File: src/rtl/hamming_serial_rx.sv
// Serial Hamming(7,4) receiver: deserializes LSB-first codewords, corrects single-bit
// errors and presents each nibble with its syndrome on a valid/ready output.
module hamming_serial_rx #(
  parameter bit          REQUIRE_SOF = 1'b1,
  parameter int unsigned CNT_W       = 8
) (
  input  logic             clk,
  input  logic             rst,
  input  logic             s_bit,
  input  logic             s_valid,
  input  logic             s_sof,
  output logic             s_ready,
  output logic [3:0]       m_data,
  output logic             m_valid,
  input  logic             m_ready,
  output logic             m_err,
  output logic [2:0]       m_syn,
  output logic             sof_err,
  output logic [CNT_W-1:0] corr_cnt
);

  localparam int unsigned CW_W    = 7;
  localparam int unsigned BCNT_W  = 3;

  logic [BCNT_W-1:0] bit_cnt, bit_cnt_n;
  logic [CW_W-1:0]   shift_reg, shift_n;
  logic [CW_W-1:0]   hold_reg, hold_n;
  logic              cw_full, cw_full_n;
  logic              sof_err_n;
  logic [2:0]        syn_c;
  logic [CW_W-1:0]   cw_fix_c;
  logic              load_c;

  // Syndrome and single-bit correction of the held codeword
  always_comb begin
    syn_c[0] = hold_reg[0] ^ hold_reg[2] ^ hold_reg[4] ^ hold_reg[6];
    syn_c[1] = hold_reg[1] ^ hold_reg[2] ^ hold_reg[5] ^ hold_reg[6];
    syn_c[2] = hold_reg[3] ^ hold_reg[4] ^ hold_reg[5] ^ hold_reg[6];
    cw_fix_c = hold_reg;
    if (syn_c != 3'd0) cw_fix_c[syn_c - 3'd1] = ~hold_reg[syn_c - 3'd1];
  end

  assign load_c = cw_full && (!m_valid || m_ready);

  // Bit accept / framing; accepting and loading are mutually exclusive via cw_full
  always_comb begin
    bit_cnt_n = bit_cnt;
    shift_n   = shift_reg;
    hold_n    = hold_reg;
    cw_full_n = cw_full;
    sof_err_n = 1'b0;
    if (load_c) cw_full_n = 1'b0;
    if (s_valid && !cw_full) begin
      if (s_sof) begin
        sof_err_n = (bit_cnt != 3'd0);
        shift_n   = {6'd0, s_bit};
        bit_cnt_n = 3'd1;
      end else if (bit_cnt == 3'd0) begin
        if (!REQUIRE_SOF) begin
          shift_n   = {6'd0, s_bit};
          bit_cnt_n = 3'd1;
        end
      end else begin
        for (int i = 1; i < CW_W; i++)
          if (bit_cnt == BCNT_W'(i)) shift_n[i] = s_bit;
        if (bit_cnt == BCNT_W'(CW_W - 1)) begin
          hold_n    = shift_n;
          cw_full_n = 1'b1;
          bit_cnt_n = 3'd0;
        end else begin
          bit_cnt_n = bit_cnt + 3'd1;
        end
      end
    end
  end

  always_ff @(posedge clk or posedge rst) begin
    if (rst) begin
      bit_cnt   <= '0;
      shift_reg <= '0;
      hold_reg  <= '0;
      cw_full   <= 1'b0;
      s_ready   <= 1'b1;
      sof_err   <= 1'b0;
    end else begin
      bit_cnt   <= bit_cnt_n;
      shift_reg <= shift_n;
      hold_reg  <= hold_n;
      cw_full   <= cw_full_n;
      s_ready   <= !cw_full_n;
      sof_err   <= sof_err_n;
    end
  end

  // Output register; a load on the consume edge keeps m_valid high without a bubble
  always_ff @(posedge clk or posedge rst) begin
    if (rst) begin
      m_valid  <= 1'b0;
      m_data   <= '0;
      m_err    <= 1'b0;
      m_syn    <= '0;
      corr_cnt <= '0;
    end else if (load_c) begin
      m_valid <= 1'b1;
      m_data  <= {cw_fix_c[6], cw_fix_c[5], cw_fix_c[4], cw_fix_c[2]};
      m_err   <= (syn_c != 3'd0);
      m_syn   <= syn_c;
      if (syn_c != 3'd0 && corr_cnt != '1) corr_cnt <= corr_cnt + CNT_W'(1);
    end else if (m_valid && m_ready) begin
      m_valid <= 1'b0;
    end
  end

endmodule

File: config.mk
export PLATFORM = sky130hd
export DESIGN_NAME = hamming_serial_rx
export DESIGN_NICKNAME = d
export VERILOG_FILES = /design/src/rtl/hamming_serial_rx.sv
export SDC_FILE = /design/constraint.sdc
export NUM_CORES = 1
export LEC_CHECK = 0
export BUFFER_PORTS_ARGS = -buffer_cell sky130_fd_sc_hd__buf_2
export CORE_MARGIN = 1
export CORE_UTILIZATION = 30
export CTS_CLUSTER_SIZE = 30
export DETAILED_ROUTE_END_ITERATION = 10
export GPL_ROUTABILITY_DRIVEN = 0
export SYNTH_ARGS = -nofsm -noshare
export SYNTH_HDL_FRONTEND = slang
export SYNTH_SLANG_ARGS = --single-unit
File: constraint.sdc
create_clock -name clk -period 3.1 [get_ports clk]
set_input_delay 0.93 -clock clk [delete_from_list [all_inputs] [get_ports clk]]
set_output_delay 0.93 -clock clk [all_outputs]
set_load 0.01 [all_outputs]
======== Word level (Yosys, flattened, before mapping) ========
Cells that the tools add are included.
storage, ports and cells
  register bits ........................... 37
  input port bits ......................... 6
  logic and storage cells ................. 80
operators by class
  add/subtract/negate cells ............... 3
  magnitude comparators ................... 2
  eq/ne operators ......................... 8
  mux-type cells .......................... 26
  bitwise gates (word level) .............. 12
  reductions and logical operators ........ 17
operators by type and width
  cell                 number
  $mux 1               17
  $mux 6               2
  $eq 3x3->1 const B   3
  $mux 3               3
  $xor 1x1->1          9
  $add 8x1->8 const B  1
  $ne 8x8->1 const B   1
  $bwmux 7             1
  $mux 7               1
  $eq 3x2->1 const B   2
  $reduce_and 2->1     3
  $reduce_bool 3->1    2
  $logic_and 1x1->1    5
  $lt 3x4->1 const B   1
  $reduce_and 4->1     1
  $add 3x1->3 const B  1
  $bmux 1 s3           1
  $demux 1 s3          1
  $eq 3x1->1 const B   1
  $ge 3x1->1 const B   1
  $logic_not 1->1      3
  $logic_not 3->1      1
  $not 1->1            3
  $sub 3x1->3 const B  1
  other kinds (3)      3

======== Depth between registers and ports, before layout ========
  depth in word-level cells ............... 10
  mapped depth ............................ 10
  gate-level depth less buffers ........... 10

======== Worst setup path after synthesis ========
Ideal clock, no wire load.
  kind .................................... flip-flop to flip-flop
  from .................................... register hold_reg[4]
  to ...................................... register m_data[1]
  data arrival time ....................... 2.082 ns
  data required time ...................... 2.974 ns
  slack ................................... 0.892 ns
  cell stages (with the launch flop) ...... 10
  buffers on the path ..................... 0
  path through ............................ dfrtp_1 -> xor2_1 -> xnor2_1 -> ha_1 -> inv_1 -> nor2_1 -> ha_1 -> nor3_1 -> nor2_1 -> a221o_1
on the way
  longest elaborated chain between the ends .. 10
RTL lines
  item                                                                   line  text
  start: declaration                                                     27    logic [CW_W-1:0] hold_reg, hold_n;
  start signal: assignment                                               88    hold_reg <= hold_n;
  $xor 1x1->1 (3 in a row)                                               38    syn_c[2] = hold_reg[3] ^ hold_reg[4] ^ hold_reg[5] ^ hold_reg[6];
  $sub 3x1->3                                                            40    if (syn_c != 3'd0) cw_fix_c[syn_c - 3'd1] = ~hold_reg[syn_c - 3'd1];
  $lt 3x4->1 (implied by the code) / $ge 3x1->1 (equally long branches)  40
  $logic_and 1x1->1 (implied by the code)                                40
  $mux 1 (implied by the code)                                           40
  $demux 1 s3                                                            40
  $bwmux 7                                                               40
  $mux 7 *                                                               40
  end signal: assignment                                                 105   m_data <= {cw_fix_c[6], cw_fix_c[5], cw_fix_c[4], cw_fix_c[2]};
  end: declaration                                                       13    output logic [3:0] m_data,
Mark *: on every way between the ends. The rest lies on a longest branch, timed or not. The select of a mux whose other input is x is not followed.
A chain may end at the register's enable or synchronous reset.

======== Worst setup path in the final report ========
Same ends and word-level chain as after synthesis.

==> results_dict.tcl <==
set metrics [dict create \
    status "completed" \
    clk_latency_ns 0.29 \
    hold_start "m_err" \
    grt_usage_pct 12.4 \
    htreeDepth 2 \
    clk_pin_slew_ns 0.08 \
    min_path_type "reg2reg" \
    grt_pass1_wl_um 5900 \
    finalSetupTns_ns 0 \
    vias 1288 \
    startpoint "hold_reg[4]" \
    worst_pin_slew_ns 0.487 \
    synth_nets 184 \
    synth_edf_count 0 \
    setup_viol 0 \
    hold_viol 0 \
    relSlewSlack_pct 67.4 \
    filler_cell_count 573 \
    cts_buffers 5 \
    crit_arrival_ns 2.62 \
    yosys_warnings 0 \
    ys_ff_latch 36 \
    wl_per_cell_um 12.3 \
    crit_path_top_delay_cell "dfrtp_1" \
    worstPathBufferInverterCount 1 \
    fmax_ghz 0.408 \
    ff2ff_setup_slack_ns 0.65 \
    grt_max_degree 37 \
    path_depth 9 \
    num-nets-final 209 \
    maxCapViolations 0 \
    rr_worst_depth 9 \
    via_per_inst 4.74 \
    grt-ovfl-total 0 \
    crit_path_cell_trace "xor2_1, xnor2_1, ha_1, inv_1, nor2_1, ha_1, nor3_1, nor2_1, a221o_1" \
    holdBufCountCts 0 \
    ys_types 38 \
    largest_reg_flops 8 \
    dieHeight_um 79.3 \
    cts_sinks 36 \
    antennaDiodeCount 0 \
    slowest_delay_ns 0.45 \
    finalMaxSlewViolations 0 \
    holdPathStages 2 \
    peakVddDrop_v 0.000214 \
    netlist_top_cells_area "dfrtp_1, xnor2_1, mux2i_1" \
    initial_utilization_pct 31.8 \
    drive_gt1_share_pct 20.5 \
    drt_iter0_drc 54 \
    cp_top_family "adder cells" \
    synthToLayoutAreaGrowth_pct 15.4 \
    drc 0 \
    p_leak_nw 1.01 \
    post_cts_resized 0 \
    fp.dieW_um 79.3 \
    drt_pass1_iterations 4 \
    ys.flop_type "dfrtp_1" \
    rsz0062_at_grt "false" \
    seq_area_frac_synth_pct 50.3 \
    synth-async-reset-ratio_pct 100 \
    synthesis.area_mm2 0.00179 \
    cts_root_buffer "clkbuf_8" \
    cts_buffer_depth 2 \
    crit_path_end_kind "flip-flop" \
    post-route-util_pct 36.7 \
    cp_max_fo 6 \
    dieArea_mm2 0.00629 \
    cts_setup_buffers 0 \
    required_ns 3.27 \
    portBuffers 24 \
    skew_ns 0.0102 \
    grt_pass1_vias 1294 \
    final_antenna_net_count 0 \
    r2r-start "hold_reg[4]" \
    yosysTopAreaCell "dfrtp_1" \
    crit_path_start_kind "flip-flop" \
    finalCriticalPeriod_ns 2.45 \
    ios 25 \
    syn_area_per_cell_um2 10.3 \
    synth_top_area_share_pct 48.8 \
    dp.final_hpwl_um 2380 \
    row_count 27 \
    syn_inst 174 \
    coreArea_mm2 0.00564 \
    power.density_mw_per_mm2 551 \
    cts_tree "built" \
    post-route-period-util_pct 79.0 \
    routed_wl_um 3330 \
    critPathKind "reg2reg" \
    antenna_found_initial 0 \
]
[cells by family (layout without fill, tap and decap cells)]
logic type      Yosys count  after routing  synth area share, %
compound gates           26             26                 9.28
xor+xnor                 17             17                 9.14
fa+ha+maj                 4              4                 2.79
buf+inv                  15             41                 3.49
flops                    36             36                 50.3
mux                      14             14                 8.30
simple gates             62             62                 16.7
[cell usage in the layout, fill, tap and decap left out, types with 2 or more instances in the layout]
cell,instances
nand3_1,5
nand2_1,17
inv_1,6
nor2_1,17
o21ai_0,7
mux2_2,2
mux2_1,5
mux2i_1,7
nor2b_1,2
a32o_1,3
o41ai_1,2
xnor2_1,9
buf_2,24
clkinv_2,2
clkbuf_8,5
xor2_1,6
nor3_1,8
nand2b_1,3
dfrtp_1,35
a21oi_1,4
o21ai_1,6
and2_1,2
buf_4,2
ha_1,4
[tightest hold or removal path, delay by kind of cell (launching register included)]
family / cells / cell delay [ns]
flip-flops: 1 / 0.34
AO/OA/AOI/OAI: 1 / 0.06
AND/OR/NAND/NOR: 1 / 0.05
[Yosys cell counts, drive strengths merged, types with 2 or more instances]
master	count
dfrtp	35
nand2	17
nor2	17
o21ai	13
xnor2	10
nor3	8
inv	7
mux2	7
mux2i	7
xor2	7
buf	5
nand3	5
a21oi	4
ha	4
a32o	3
clkbuf	3
nand2b	3
and2	2
nor2b	2
nor3b	2
o41ai	2
[layout make-up]
type                            instances  area (um2)  share of cell area [%]
Clock buffer                            5        68.8                    3.33
Timing Repair Buffer                   26         135                    6.53
Inverter                                7        26.3                    1.27
Clock inverter                          3        18.8                   0.907
Sequential cell                        36         902                    43.6
Tap cell                               72        90.1                    4.35
Multi-Input combinational cell        123         828                    40.0
[per-stage QoR]
step           total power, mW  cells  instance area (um2)  hold slack, ns  worst slack (ns)
6_report                  1.14    272                 2070           0.479             0.651
5_1_grt                   1.21    272                 2070           0.504             0.444
4_1_cts                   1.16    272                 2070           0.484             0.650
3_5_place_dp             0.823    264                 1980           0.467             0.671
3_3_place_gp             0.811    264                 1980           0.469             0.760
2_1_floorplan            0.759    174                 1790           0.450             0.892
[routing by layer]
metal / vias up / track usage [%] / routed length [um]
met2: 18 / 18.5 / 1490
li1: 648 / - / -
met5: - / 0 / 0
met3: 8 / 2.18 / 82
met4: 0 / 8.18 / 106
met1: 614 / 16.3 / 1650
[power by group]
group / internal [mW] / leakage [nW] / switching, mW
Sequential: 0.502 / 0.486 / 0.0383
Clock: 0.156 / 0.0479 / 0.172
Combinational: 0.120 / 0.478 / 0.151
Total: 0.778 / 1.01 / 0.361
[worst paths after layout]
check	endpoint
worst max-delay path	m_data[1]
worst min-delay path	m_err
worst max register to register	m_data[1]
worst min register to register	m_err
max in group asynchronous	s_ready
min in group asynchronous	cw_full
(Power assumes the default switching activity.)
